`src/rtl/msg_scroll_scan.sv`:
```
// ---------------------------------------------------------------------------
// msg_scroll_scan
//
// Purpose:
//   Feeds the 5-bit character-code to 7-segment decoder of the pet-status
//   display. Holds a ROM of four status messages (FELIZ, HAMBRE, TRISTE,
//   SUEnO; codes 4..7 are blank), scrolls the selected message across
//   NUM_DIG multiplexed digits and time-multiplexes the digits. It presents
//   one character code and one active-low anode per refresh slot.
//
// Parameters:
//   NUM_DIG      number of scanned digits (2..8)
//   REFRESH_DIV  clk cycles per digit slot
//   SCROLL_DIV   clk cycles per one-character scroll step
//
// Ports:
//   clk        system clock
//   rst        asynchronous, active-high reset
//   msg_sel    message select (0 FELIZ, 1 HAMBRE, 2 TRISTE, 3 SUEnO, 4..7 blank)
//   scroll_en  1 = scroll, 0 = hold the window at position 0
//   hold       (only with SCROLL_HOLD_EN) freezes the scroll position
//   bcd        character code for the enabled digit
//   an         active-low one-hot digit enable; digit 0 is the MSB
//
// Build option:
//   SCROLL_HOLD_EN  adds the hold input
// ---------------------------------------------------------------------------
module msg_scroll_scan #(
    parameter int NUM_DIG     = 4,
    parameter int REFRESH_DIV = 50000,
    parameter int SCROLL_DIV  = 25000000
) (
    input  logic               clk,
    input  logic               rst,
    input  logic [2:0]         msg_sel,
    input  logic               scroll_en,
`ifdef SCROLL_HOLD_EN
    input  logic               hold,
`endif
    output logic [4:0]         bcd,
    output logic [NUM_DIG-1:0] an
);

    localparam int RW = (REFRESH_DIV > 1) ? $clog2(REFRESH_DIV) : 1;
    localparam int SW = (SCROLL_DIV  > 1) ? $clog2(SCROLL_DIV)  : 1;
    localparam int DW = $clog2(NUM_DIG);

    localparam logic [RW-1:0] REF_LAST = RW'(REFRESH_DIV - 1);
    localparam logic [SW-1:0] SCR_LAST = SW'(SCROLL_DIV - 1);
    localparam logic [DW-1:0] DIG_LAST = DW'(NUM_DIG - 1);

    // Messages packed with slot 0 in the least significant 5 bits.
    localparam logic [39:0] MSG_FELIZ  = {5'd31, 5'd31, 5'd31, 5'd4,  5'd3,  5'd2,  5'd1,  5'd0};
    localparam logic [39:0] MSG_HAMBRE = {5'd31, 5'd31, 5'd1,  5'd8,  5'd13, 5'd12, 5'd11, 5'd10};
    localparam logic [39:0] MSG_TRISTE = {5'd31, 5'd31, 5'd1,  5'd7,  5'd15, 5'd3,  5'd8,  5'd7};
    localparam logic [39:0] MSG_SUENO  = {5'd31, 5'd31, 5'd31, 5'd9,  5'd5,  5'd1,  5'd6,  5'd15};

    function automatic logic [4:0] rom_char(input logic [2:0] m, input logic [2:0] s);
        logic [4:0] c;
        case (m)
            3'd0:    c = MSG_FELIZ[5*s +: 5];
            3'd1:    c = MSG_HAMBRE[5*s +: 5];
            3'd2:    c = MSG_TRISTE[5*s +: 5];
            3'd3:    c = MSG_SUENO[5*s +: 5];
            default: c = 5'd31;
        endcase
        return c;
    endfunction

    logic [RW-1:0]      ref_cnt_q, ref_cnt_d;
    logic [SW-1:0]      scr_cnt_q, scr_cnt_d;
    logic [DW-1:0]      dig_q, dig_d;     // index of the digit shown at the next tick
    logic [2:0]         pos_q, pos_d;
    logic [2:0]         msg_q;
    logic [NUM_DIG-1:0] an_q, an_d;
    logic [4:0]         bcd_q, bcd_d;
    logic [NUM_DIG-1:0] an_sel;
    logic               tick;
    logic               msg_chg;
    logic               hold_w;

`ifdef SCROLL_HOLD_EN
    assign hold_w = hold;
`else
    assign hold_w = 1'b0;
`endif

    assign tick    = (ref_cnt_q == REF_LAST);
    assign msg_chg = (msg_sel != msg_q);

    // Digit k drives anode bit NUM_DIG-1-k low.
    generate
        for (genvar gi = 0; gi < NUM_DIG; gi++) begin : g_an
            assign an_sel[gi] = (dig_q != DW'(NUM_DIG - 1 - gi));
        end
    endgenerate

    always_comb begin
        ref_cnt_d = tick ? '0 : ref_cnt_q + 1'b1;
        dig_d     = dig_q;
        an_d      = an_q;
        bcd_d     = bcd_q;
        if (tick) begin
            dig_d = (dig_q == DIG_LAST) ? '0 : dig_q + 1'b1;
            an_d  = an_sel;
            // msg_q and pos_q are updated together, so a message switch
            // never mixes the old position with the new text.
            bcd_d = rom_char(msg_q, pos_q + 3'(dig_q));
        end

        pos_d     = pos_q;
        scr_cnt_d = scr_cnt_q;
        if (msg_chg || !scroll_en) begin
            // A message switch outranks both a scroll step and hold.
            pos_d     = '0;
            scr_cnt_d = '0;
        end else if (!hold_w) begin
            if (scr_cnt_q == SCR_LAST) begin
                scr_cnt_d = '0;
                pos_d     = pos_q + 3'd1;
            end else begin
                scr_cnt_d = scr_cnt_q + 1'b1;
            end
        end
    end

    always_ff @(posedge clk or posedge rst) begin
        if (rst) begin
            ref_cnt_q <= '0;
            scr_cnt_q <= '0;
            dig_q     <= '0;
            pos_q     <= '0;
            msg_q     <= '0;
            an_q      <= '1;
            bcd_q     <= 5'd31;
        end else begin
            ref_cnt_q <= ref_cnt_d;
            scr_cnt_q <= scr_cnt_d;
            dig_q     <= dig_d;
            pos_q     <= pos_d;
            msg_q     <= msg_sel;
            an_q      <= an_d;
            bcd_q     <= bcd_d;
        end
    end

    assign an  = an_q;
    assign bcd = bcd_q;

endmodule

```
`config.mk`:
```
export PLATFORM = sky130hd
export DESIGN_NAME = msg_scroll_scan
export DESIGN_NICKNAME = d
export VERILOG_FILES = /design/src/rtl/msg_scroll_scan.sv
export SDC_FILE = /design/constraint.sdc
export NUM_CORES = 1
export LEC_CHECK = 0
export ABC_CLOCK_PERIOD_IN_PS = 2500
export BUFFER_PORTS_ARGS = -buffer_cell sky130_fd_sc_hd__buf_2
export CORE_MARGIN = 8
export CORE_UTILIZATION = 33
export DETAILED_ROUTE_END_ITERATION = 10
export MAX_ROUTING_LAYER = met4
export PLACE_DENSITY = 0.57
export SYNTH_ARGS = -nofsm -noshare
export SYNTH_HDL_FRONTEND = slang
export SYNTH_SLANG_ARGS = --single-unit
```
`constraint.sdc`:
```
create_clock -name clk -period 2.5 [get_ports clk]
set_input_delay 0.25 -clock clk [delete_from_list [all_inputs] [get_ports clk]]
set_output_delay 0.25 -clock clk [all_outputs]
set_load 0.02 [all_outputs]
```
==> impl_metrics.toml, run 1 <==
[route]
drc = 0
vias = 2210
dr.pass1.iters = 4
ant_nets = 0
drt_wl_total_um = 5840
drt_iter0_drc = 116
vias_per_cell = 5.06
drt-wirelength-per-cell_um = 13.4

[power]
worst_ir_drop_vdd_mv = 0.391
leakage_nw = 1.39
powerDensity_mw_per_mm2 = 603

[sta]
timing_hold_violations_final = 0
setup_tns_ns = 0
relSlewSlack_pct = 57.1
slew_violations = 0
min_period_ns = 2.26
holdWs_ns = 0.0358
setup_viol = 0
rsz0062_at_grt = "no"
fin_skew_ns = 0.0102
worstMarginPinSlew_ns = 0.638
finalCritPeriodShare_pct = 90.2
fmax_ghz = 0.443

[worst_setup_path]
arrival_ns = 2.52
slowest_delay_ns = 0.72
cp_slowest_cell = "or4_1"
path_cells = "or4b_1 > or4_1 > or3_1 > o21ai_0"
cp.required_ns = 2.76
end_kind = "flip-flop"
crit_buf_inv = 0
start_kind = "flip-flop"
critical_path_class = "flip-flop to flip-flop"
cp_top_family = "simple AND/OR/NAND/NOR gates"
path_max_fanout = 15

[grt]
grt_overflow = 0
gr-usage-all-layers_pct = 10.4
grt_pass1_vias = 2204
grt_pass1_wl_um = 10300
grt_max_degree = 26
antenna_found_initial = 0

[floorplan]
start_util_pct = 34.1
io_pins = 15
die_w_um = 111
dieArea_mm2 = 0.0123
num_rows = 34
die_h_um = 111
core-area_mm2 = 0.00872

[clock_network]
ctsResizeCount = 0
cts_tree = "yes"
cts-root-buf = "clkbuf_8"
clkSinkCount = 58
numCtsBuffers = 9
htree_levels = 3
clk_pin_slew_ns = 0.08
clockBufferDepth = 2
clk-insertion-delay-late_ns = 0.35

[finish]
drive_above_1_share_pct = 15.8
diodes = 0
layout_common_cells = "dfrtp_1, nor2_1, xnor2_1"
layout.nets = 339
syn_to_final_growth_pct = 16.2
final_common_cell = "dfrtp_1"

[synthesis]
syn_inst = 303
ys_ff_latch = 58
synth_area_mm2 = 0.00298
ys.flop_type = "dfrtp_1"
yosysSeqAreaShare_pct = 49.1
syn_nets = 318
synthArstFlopShare_pct = 100
syn_avg_cell_area_um2 = 9.83
synth_warnings = 0
synth_cell_types = 42
synth_enable_flop_cells = 0

[placement]
gp_congestion = 0.829
portBuffers = 14
dp_hpwl_um = 4020

[job]
maxCapViolations = 0

[worst_hold_path]
hold_path.class = "primary input to flip-flop"

[outcome]
status = "finished, final reports clean"
[metrics by stage]
step / total power [mW] / cells / setup slack, ns / utilization [%] / cell area (um2)
finish: 2.09 / 437 / 0.244 / 39.7 / 3460
global route: 2.18 / 437 / 0.119 / 39.7 / 3460
CTS: 2.12 / 437 / 0.224 / 39.7 / 3460
detailed placement: 1.02 / 420 / 0.239 / 36.7 / 3200
global placement: 1.02 / 420 / 0.299 / 36.7 / 3200
floorplan: 1.00 / 303 / 0.492 / - / 2980
[flip-flops by register name (all words and copies together), names as in the netlist]
register,cells
scr_cnt_q,25
ref_cnt_q,16
pos_q,3
dig_q,2
bcd,5
an,4
msg_q,3
[worst paths after layout]
kind / slack (ns) / end / start / cells after the start
max: 0.24 / dig_q[0]$_DFFE_PP0N_ / ref_cnt_q[7]$_DFF_PP0_ / 4
min: 0.04 / msg_q[0]$_DFF_PP0_ / msg_sel[0] / 1
max reg2reg: 0.24 / dig_q[0]$_DFFE_PP0N_ / ref_cnt_q[7]$_DFF_PP0_ / 4
min reg2reg: 0.48 / an[0]$_DFFE_PP1N_ / an[0]$_DFFE_PP1N_ / 2
max in group asynchronous: 1.37 / scr_cnt_q[5]$_DFF_PP0_ / rst / 4
min in group asynchronous: 0.45 / ref_cnt_q[13]$_DFF_PP0_ / rst / 3
[per-layer routing]
metal | up-vias | wire [um] | part of all wire, % | global-route usage [%]
li1 | 1113 | - | - | -
met1 | 1063 | 2850 | 49 | 12.3
met2 | 30 | 2680 | 46 | 15.3
met3 | 4 | 265 | 4.5 | 4.11
met4 | 0 | 37 | 0.63 | 4.05
met5 | - | 0 | 0 | -
[repair_timing]
item | in CTS | in global routing
hold buffers | 1 | 0
setup buffers | 0 | 0
endpoints found under the hold margin | 11 | 0
[layout make-up]
type | count | area, um2
Clock inverter | 7 | 125
Fill cell | 855 | 5260
Clock buffer | 9 | 124
Tap cell | 108 | 135
Inverter | 16 | 60.1
Timing Repair Buffer | 22 | 145
Multi-Input combinational cell | 217 | 1410
Sequential cell | 58 | 1460
[logic make-up after synthesis]
kind of cell	Yosys count	share of synthesized area, %
XOR/XNOR	31	9.58
AND/OR/NAND/NOR	123	22.5
flip-flops	58	49.1
adder cells (fa/ha/maj)	9	4.03
AO/OA/AOI/OAI	52	10.3
multiplexers	2	0.672
buffers and inverters	28	3.78
[where the power goes]
group | leakage, nW | total (mW) | internal [mW] | switching [mW]
combinational | 0.510 | 0.0554 | 0.0211 | 0.0343
clock | 0.124 | 1.08 | 0.670 | 0.414
sequential | 0.756 | 0.949 | 0.942 | 0.00679
total | 1.39 | 2.09 | 1.63 | 0.455
[cells in the mapped netlist, drive strengths merged, types with 2 or more instances]
| cell | instances | share of area, % |
|---|---|---|
| a21oi | 20 | 3.4 |
| nor4 | 7 | 1.5 |
| or3 | 12 | 2.5 |
| dfstp | 9 | 7.9 |
| and4 | 2 | 0.59 |
| buf | 6 | 1.0 |
| clkbuf | 6 | 0.76 |
| o21ai | 19 | 3.2 |
| ha | 8 | 3.4 |
| xor2 | 8 | 2.4 |
| and2 | 2 | 0.42 |
| nor3b | 2 | 0.50 |
| or2 | 2 | 0.42 |
| nand2 | 18 | 2.3 |
| inv | 16 | 2.0 |
| o31ai | 5 | 1.3 |
| dfrtp | 49 | 41 |
| and3 | 3 | 0.63 |
| xnor2 | 22 | 6.5 |
| nand4 | 7 | 1.5 |
| nor4b | 2 | 0.59 |
| nand3 | 16 | 2.7 |
| nand4bb | 2 | 0.76 |
| or4 | 9 | 2.3 |
| nor2 | 30 | 3.8 |
| nor3 | 4 | 0.67 |
| mux2i | 2 | 0.67 |
Note: power is estimated with default switching activity, not from simulation.
==> inputs of run 2 (changes only) <==
ABC_AREA = 1   (was not set)
TNS_END_PERCENT = 10   (was not set)
==> run 2 against run 1 <==
Against the previous run: non-clock buffer count down 5; critical path depth up 5; first-iteration DRC count up 46%; core utilization down 1.8 points; power down 8.2%; synthesized cell count up 52%; setup slack better by 0.33 ns; global-route usage up 1.2 points; combinational power up 25%; sequential power about the same.
==> impl_metrics.toml, run 2 <==
[synthesis]
syn_nets = 476
ys_ff_latch = 58
synth_top_area_cell = "dfrtp_1"
ys.flop_type = "dfrtp_1"
ys_top_cells_by_count = "nand2_1, nor2_1, dfrtp_1"
synth_cell_types = 40
synthArstFlopShare_pct = 100
synth_area_mm2 = 0.00343
yosysSeqAreaShare_pct = 42.6
syn_inst = 461
synth_enable_flop_cells = 0
synthTopCellsByArea = "dfrtp_1, nand2_1, nor2_1, dfstp_2, inv_1"
syn_avg_cell_area_um2 = 7.45
synth_top_area_share_pct = 35.7
post-synth-top-count-cell = "nand2_1"
synth_warnings = 0

[worst_setup_path]
cp_slowest_cell = "fa_1"
end_kind = "flip-flop"
path_common_cell = "nand2_1"
start_kind = "flip-flop"
crit_buf_inv = 1
path_max_fanout = 6
slowest_delay_ns = 0.57
path_cells = "ha_1 > fa_1 > inv_1 > nand2_1 > nor2_1 > or2_1 > nand3_1 > nand2_1 > nand2_1"
cp_top_family = "adder cells"
critical_path_class = "flip-flop to flip-flop"
arrival_ns = 2.21
cp.required_ns = 2.78

[route]
ant_nets = 0
drt_wl_total_um = 7240
drt_iter0_drc = 169
vias = 2868
vias_per_cell = 4.59
drt-wirelength-per-cell_um = 11.6
drc = 0
dr.pass1.iters = 4

[grt]
antenna_found_initial = 0
gr-usage-all-layers_pct = 11.6
grt_overflow = 0
grt_max_degree = 30
grt_pass1_vias = 2842
grt_pass1_wl_um = 13100

[sta]
worstMarginPinSlew_ns = 0.595
fin_skew_ns = 0.0101
fin_ws_ns = 0.575
setup_tns_ns = 0
slew_violations = 0
finalCritPeriodShare_pct = 77.0
timing_hold_violations_final = 0
fmax_ghz = 0.520
rsz0062_at_grt = "no"
setup_viol = 0
relSlewSlack_pct = 60.3
min_period_ns = 1.92

[placement]
portBuffers = 14
gp_congestion = 0.913
pre_cts_ws_ns = 0.603
dp_hpwl_um = 5390

[finish]
layout.nets = 499
largest-register = "scr_cnt_q"
drive_above_1_share_pct = 15.3
diodes = 0
layout_common_cells = "nand2_1, nor2_1, dfrtp_1"
syn_to_final_growth_pct = 12.8
largest_register_ffs = 25
final_common_cell = "nand2_1"
fill_cells = 1051

[floorplan]
dieArea_mm2 = 0.0139
num_rows = 37
die_w_um = 118
io_pins = 15
start_util_pct = 33.6
core-area_mm2 = 0.0102
die_h_um = 118

[clock_network]
cts_setup_buffers = 0
cts-root-buf = "clkbuf_8"
numCtsBuffers = 9
clkSinkCount = 58
clk_pin_slew_ns = 0.07
clk-insertion-delay-late_ns = 0.34
cts_tree = "yes"
htree_levels = 3
clockBufferDepth = 2

[power]
leakage_nw = 1.69
worst_ir_drop_vdd_mv = 0.189
powerDensity_mw_per_mm2 = 495

[worst_hold_path]
hold_path.class = "primary input to flip-flop"

[job]
maxCapViolations = 0

[outcome]
status = "finished, final reports clean"
==> run 2: final timing paths <==
kind                                        start                     end  slack, ns  cells past startpoint
min                                    msg_sel[2]      msg_q[2]$_DFF_PP0_       0.04                      1
min in group asynchronous                     rst  ref_cnt_q[9]$_DFF_PP0_       0.52                      3
max                          dig_q[0]$_DFFE_PP0N_      bcd[1]$_DFFE_PP1N_       0.58                      9
min reg2reg                ref_cnt_q[0]$_DFF_PP0_  ref_cnt_q[0]$_DFF_PP0_       0.47                      1
max reg2reg                  dig_q[0]$_DFFE_PP0N_      bcd[1]$_DFFE_PP1N_       0.58                      9
max in group asynchronous                     rst    pos_q[2]$_DFFE_PP0P_       1.30                      4
==> run 2: cells by family after synthesis <==
logic type | synth area share (%)
adders and majority gates | 3.50
DFF | 42.6
AOI/OAI and AO/OA | 5.10
xor gates and xnor gates | 3.83
buffers and inverters | 6.74
and+or+nand+nor | 38.3
==> run 2: where the power goes <==
group / internal (mW) / total, mW / switching, mW / leakage (nW)
logic: 0.0189 / 0.0692 / 0.0504 / 0.832
registers: 0.943 / 0.950 / 0.00639 / 0.756
clock network: 0.513 / 0.899 / 0.386 / 0.0986
total: 1.48 / 1.92 / 0.442 / 1.69
==> run 2: timing repair <==
item,CTS,global route
gates resized for setup,0,0
hold buffers,1,0
endpoints found under the hold margin,18,0
==> run 2: through the flow <==
| stage | util (%) | power [mW] | hold WS [ns] | cell area (um2) | instances |
|---|---|---|---|---|---|
| 6_report | 37.9 | 1.92 | 0.0415 | 3870 | 625 |
| 3_3_place_gp | 35.7 | 1.04 | 0.364 | 3660 | 608 |
| 4_1_cts | 37.9 | 1.96 | 0.0204 | 3870 | 625 |
| 5_1_grt | 37.9 | 2.02 | 0.0209 | 3870 | 625 |
| 3_5_place_dp | 35.7 | 1.04 | 0.363 | 3660 | 608 |
| 2_1_floorplan | - | 1.01 | 0.281 | 3430 | 461 |
==> run 2: routing by layer <==
layer	track usage (%)	part of all wire [%]
met1	14.1	49
met5	-	0
met3	3.41	3.8
met4	4.08	0.97
met2	17.9	46
==> run 2: area by class of cell <==
type / instances / area (um2) / share of cell area (%)
tap: 136 / 170 / 4.39
timing repair buffer: 17 / 95.1 / 2.46
clock inverter: 4 / 50.0 / 1.29
inverter: 52 / 199 / 5.14
clock buffer: 12 / 155 / 4.01
sequential: 58 / 1460 / 37.8
multi-input combinational: 346 / 1740 / 44.9
==> inputs of run 3 (changes only) <==
ABC_CLOCK_PERIOD_IN_PS = 2000   (was 2500)
clock period = 2 ns   (was 2.5 ns; I/O delays follow)
==> run 3 against run 2 <==
Against the previous run: global-route usage grew 0.17 points; core utilization grew 0.87 points; count of clock-buffer cells in the layout is the same; die area is the same; flip-flop and latch count is the same; final cell count grew 0.96%; first-iteration DRC count shrank 34%; critical endpoint unchanged; clock power grew 38%; final area grew 2.3%; fmax grew 3.4%; critical path depth is the same; critical path type unchanged.
==> impl_metrics.toml, run 3 (synthesized netlist as in run 2, its figures left out) <==
[route]
drc = 0
vias_per_cell = 4.63
drt_wl_total_um = 7440
vias = 2924
ant_nets = 0
drt_iter0_drc = 111
drt-wirelength-per-cell_um = 11.8
dr.pass1.iters = 5

[sta]
fin_skew_ns = 0.0149
slew_violations = 0
relSlewSlack_pct = 73.2
min_period_ns = 1.86
setup_tns_ns = 0
timing_hold_violations_final = 0
finalCritPeriodShare_pct = 93.0
holdWs_ns = 0.376
fmax_ghz = 0.537
fin_ws_ns = 0.139
worstMarginPinSlew_ns = 0.402
rsz0062_at_grt = "no"
setup_viol = 0

[outcome]
status = "finished, final reports clean"

[worst_setup_path]
start_kind = "flip-flop"
slowest_delay_ns = 0.58
end_kind = "flip-flop"
path_cells = "ha_1 > fa_1 > inv_1 > nand2_1 > nor2_1 > or2_1 > nand3_1 > nand2_1 > nand2_1"
critical_path_class = "flip-flop to flip-flop"
path_common_cell = "nand2_1"
path_max_fanout = 6
cp_slowest_cell = "fa_1"
arrival_ns = 2.14
cp.required_ns = 2.28

[grt]
grt_overflow = 0
gr-usage-all-layers_pct = 11.8
grt_max_degree = 28
grt_pass1_wl_um = 13400
antenna_found_initial = 0
grt_pass1_vias = 2955

[placement]
pre_cts_ws_ns = 0.159
gp_congestion = 0.878
place_area_mm2 = 0.00369
dp_hpwl_um = 5550
portBuffers = 14
dpl.cell_count = 611

[clock_network]
cts-root-buf = "clkbuf_8"
cts_tree = "yes"
ctsResizeCount = 0
clk-insertion-delay-late_ns = 0.34
cts_setup_buffers = 0
clkSinkCount = 58
htree_levels = 3
numCtsBuffers = 9
clockBufferDepth = 2
hold_buffers = 4
clk_pin_slew_ns = 0.08

[finish]
final_cells = 631
syn_to_final_growth_pct = 15.3
largest_register_ffs = 25
design_area_mm2 = 0.00396
diodes = 0
layout.nets = 505
drive_above_1_share_pct = 15.8
layout_common_cells = "nand2_1, nor2_1, dfrtp_1"
final_common_cell = "nand2_1"
finish.utilization_pct = 38.7
largest-register = "scr_cnt_q"

[floorplan]
num_rows = 37
die_w_um = 118
dieArea_mm2 = 0.0139
die_h_um = 118
io_pins = 15
start_util_pct = 33.6
core-area_mm2 = 0.0102

[job]
maxCapViolations = 0

[power]
powerDensity_mw_per_mm2 = 638
worst_ir_drop_vdd_mv = 0.355
fin_total_pwr_mw = 2.53
leakage_nw = 1.74

[worst_hold_path]
hold_path.class = "primary input to flip-flop"
## run 3: changes by cell type in the layout (fill, tap and decap cells not counted)
| cell | previous run | this run |
|---|---|---|
| clkinv_4 | 0 | 1 |
| buf_12 | 0 | 1 |
| buf_4 | 2 | 4 |
| dlygate4sd3_1 | 1 | 4 |
| clkinvlp_4 | 2 | 0 |
| bufinv_16 | 1 | 2 |
## run 3: final timing paths
check	from	endpoint	slack, ns	cells after the start
worst max register to register	pos_q[0]$_DFFE_PP0P_	bcd[1]$_DFFE_PP1N_	0.14	9
worst min-delay path	scroll_en	pos_q[2]$_DFFE_PP0P_	0.38	7
worst min register to register	an[1]$_DFFE_PP1N_	an[1]$_DFFE_PP1N_	0.47	2
max in group asynchronous	rst	pos_q[0]$_DFFE_PP0P_	1.03	4
min in group asynchronous	rst	scr_cnt_q[16]$_DFF_PP0_	0.39	3
worst max-delay path	pos_q[0]$_DFFE_PP0P_	bcd[1]$_DFFE_PP1N_	0.14	9
## run 3: critical path, delay by kind of cell (launching register included)
family	cells	cell delay, ns
adder cells (fa/ha/maj)	2	0.79
AND/OR/NAND/NOR	6	0.52
buffers and inverters	1	0.09
flip-flops	1	0.42
## run 3: per-layer routing
| layer | part of all wire (%) | up-vias | wire [um] | GRT usage, % |
|---|---|---|---|---|
| met5 | 0 | - | 0 | - |
| met4 | 1.4 | 0 | 103 | 4.00 |
| met3 | 3.7 | 9 | 277 | 3.55 |
| met2 | 48 | 37 | 3550 | 19.3 |
| met1 | 47 | 1369 | 3510 | 13.4 |
| li1 | - | 1509 | - | - |
## run 3: area by class of cell
cell class / instances / area [um2]
well taps: 136 / 170
multi-input cells: 346 / 1740
clock buffers: 12 / 155
inverters: 52 / 199
repair buffers: 23 / 160
flip-flops and latches: 58 / 1460
fillers: 1061 / 6270
clock inverters: 4 / 73.8
## run 3: power breakdown
| group | leakage (nW) | internal [mW] | switching (mW) |
|---|---|---|---|
| Clock | 0.117 | 0.770 | 0.472 |
| Sequential | 0.756 | 1.18 | 0.00795 |
| Combinational | 0.863 | 0.0312 | 0.0651 |
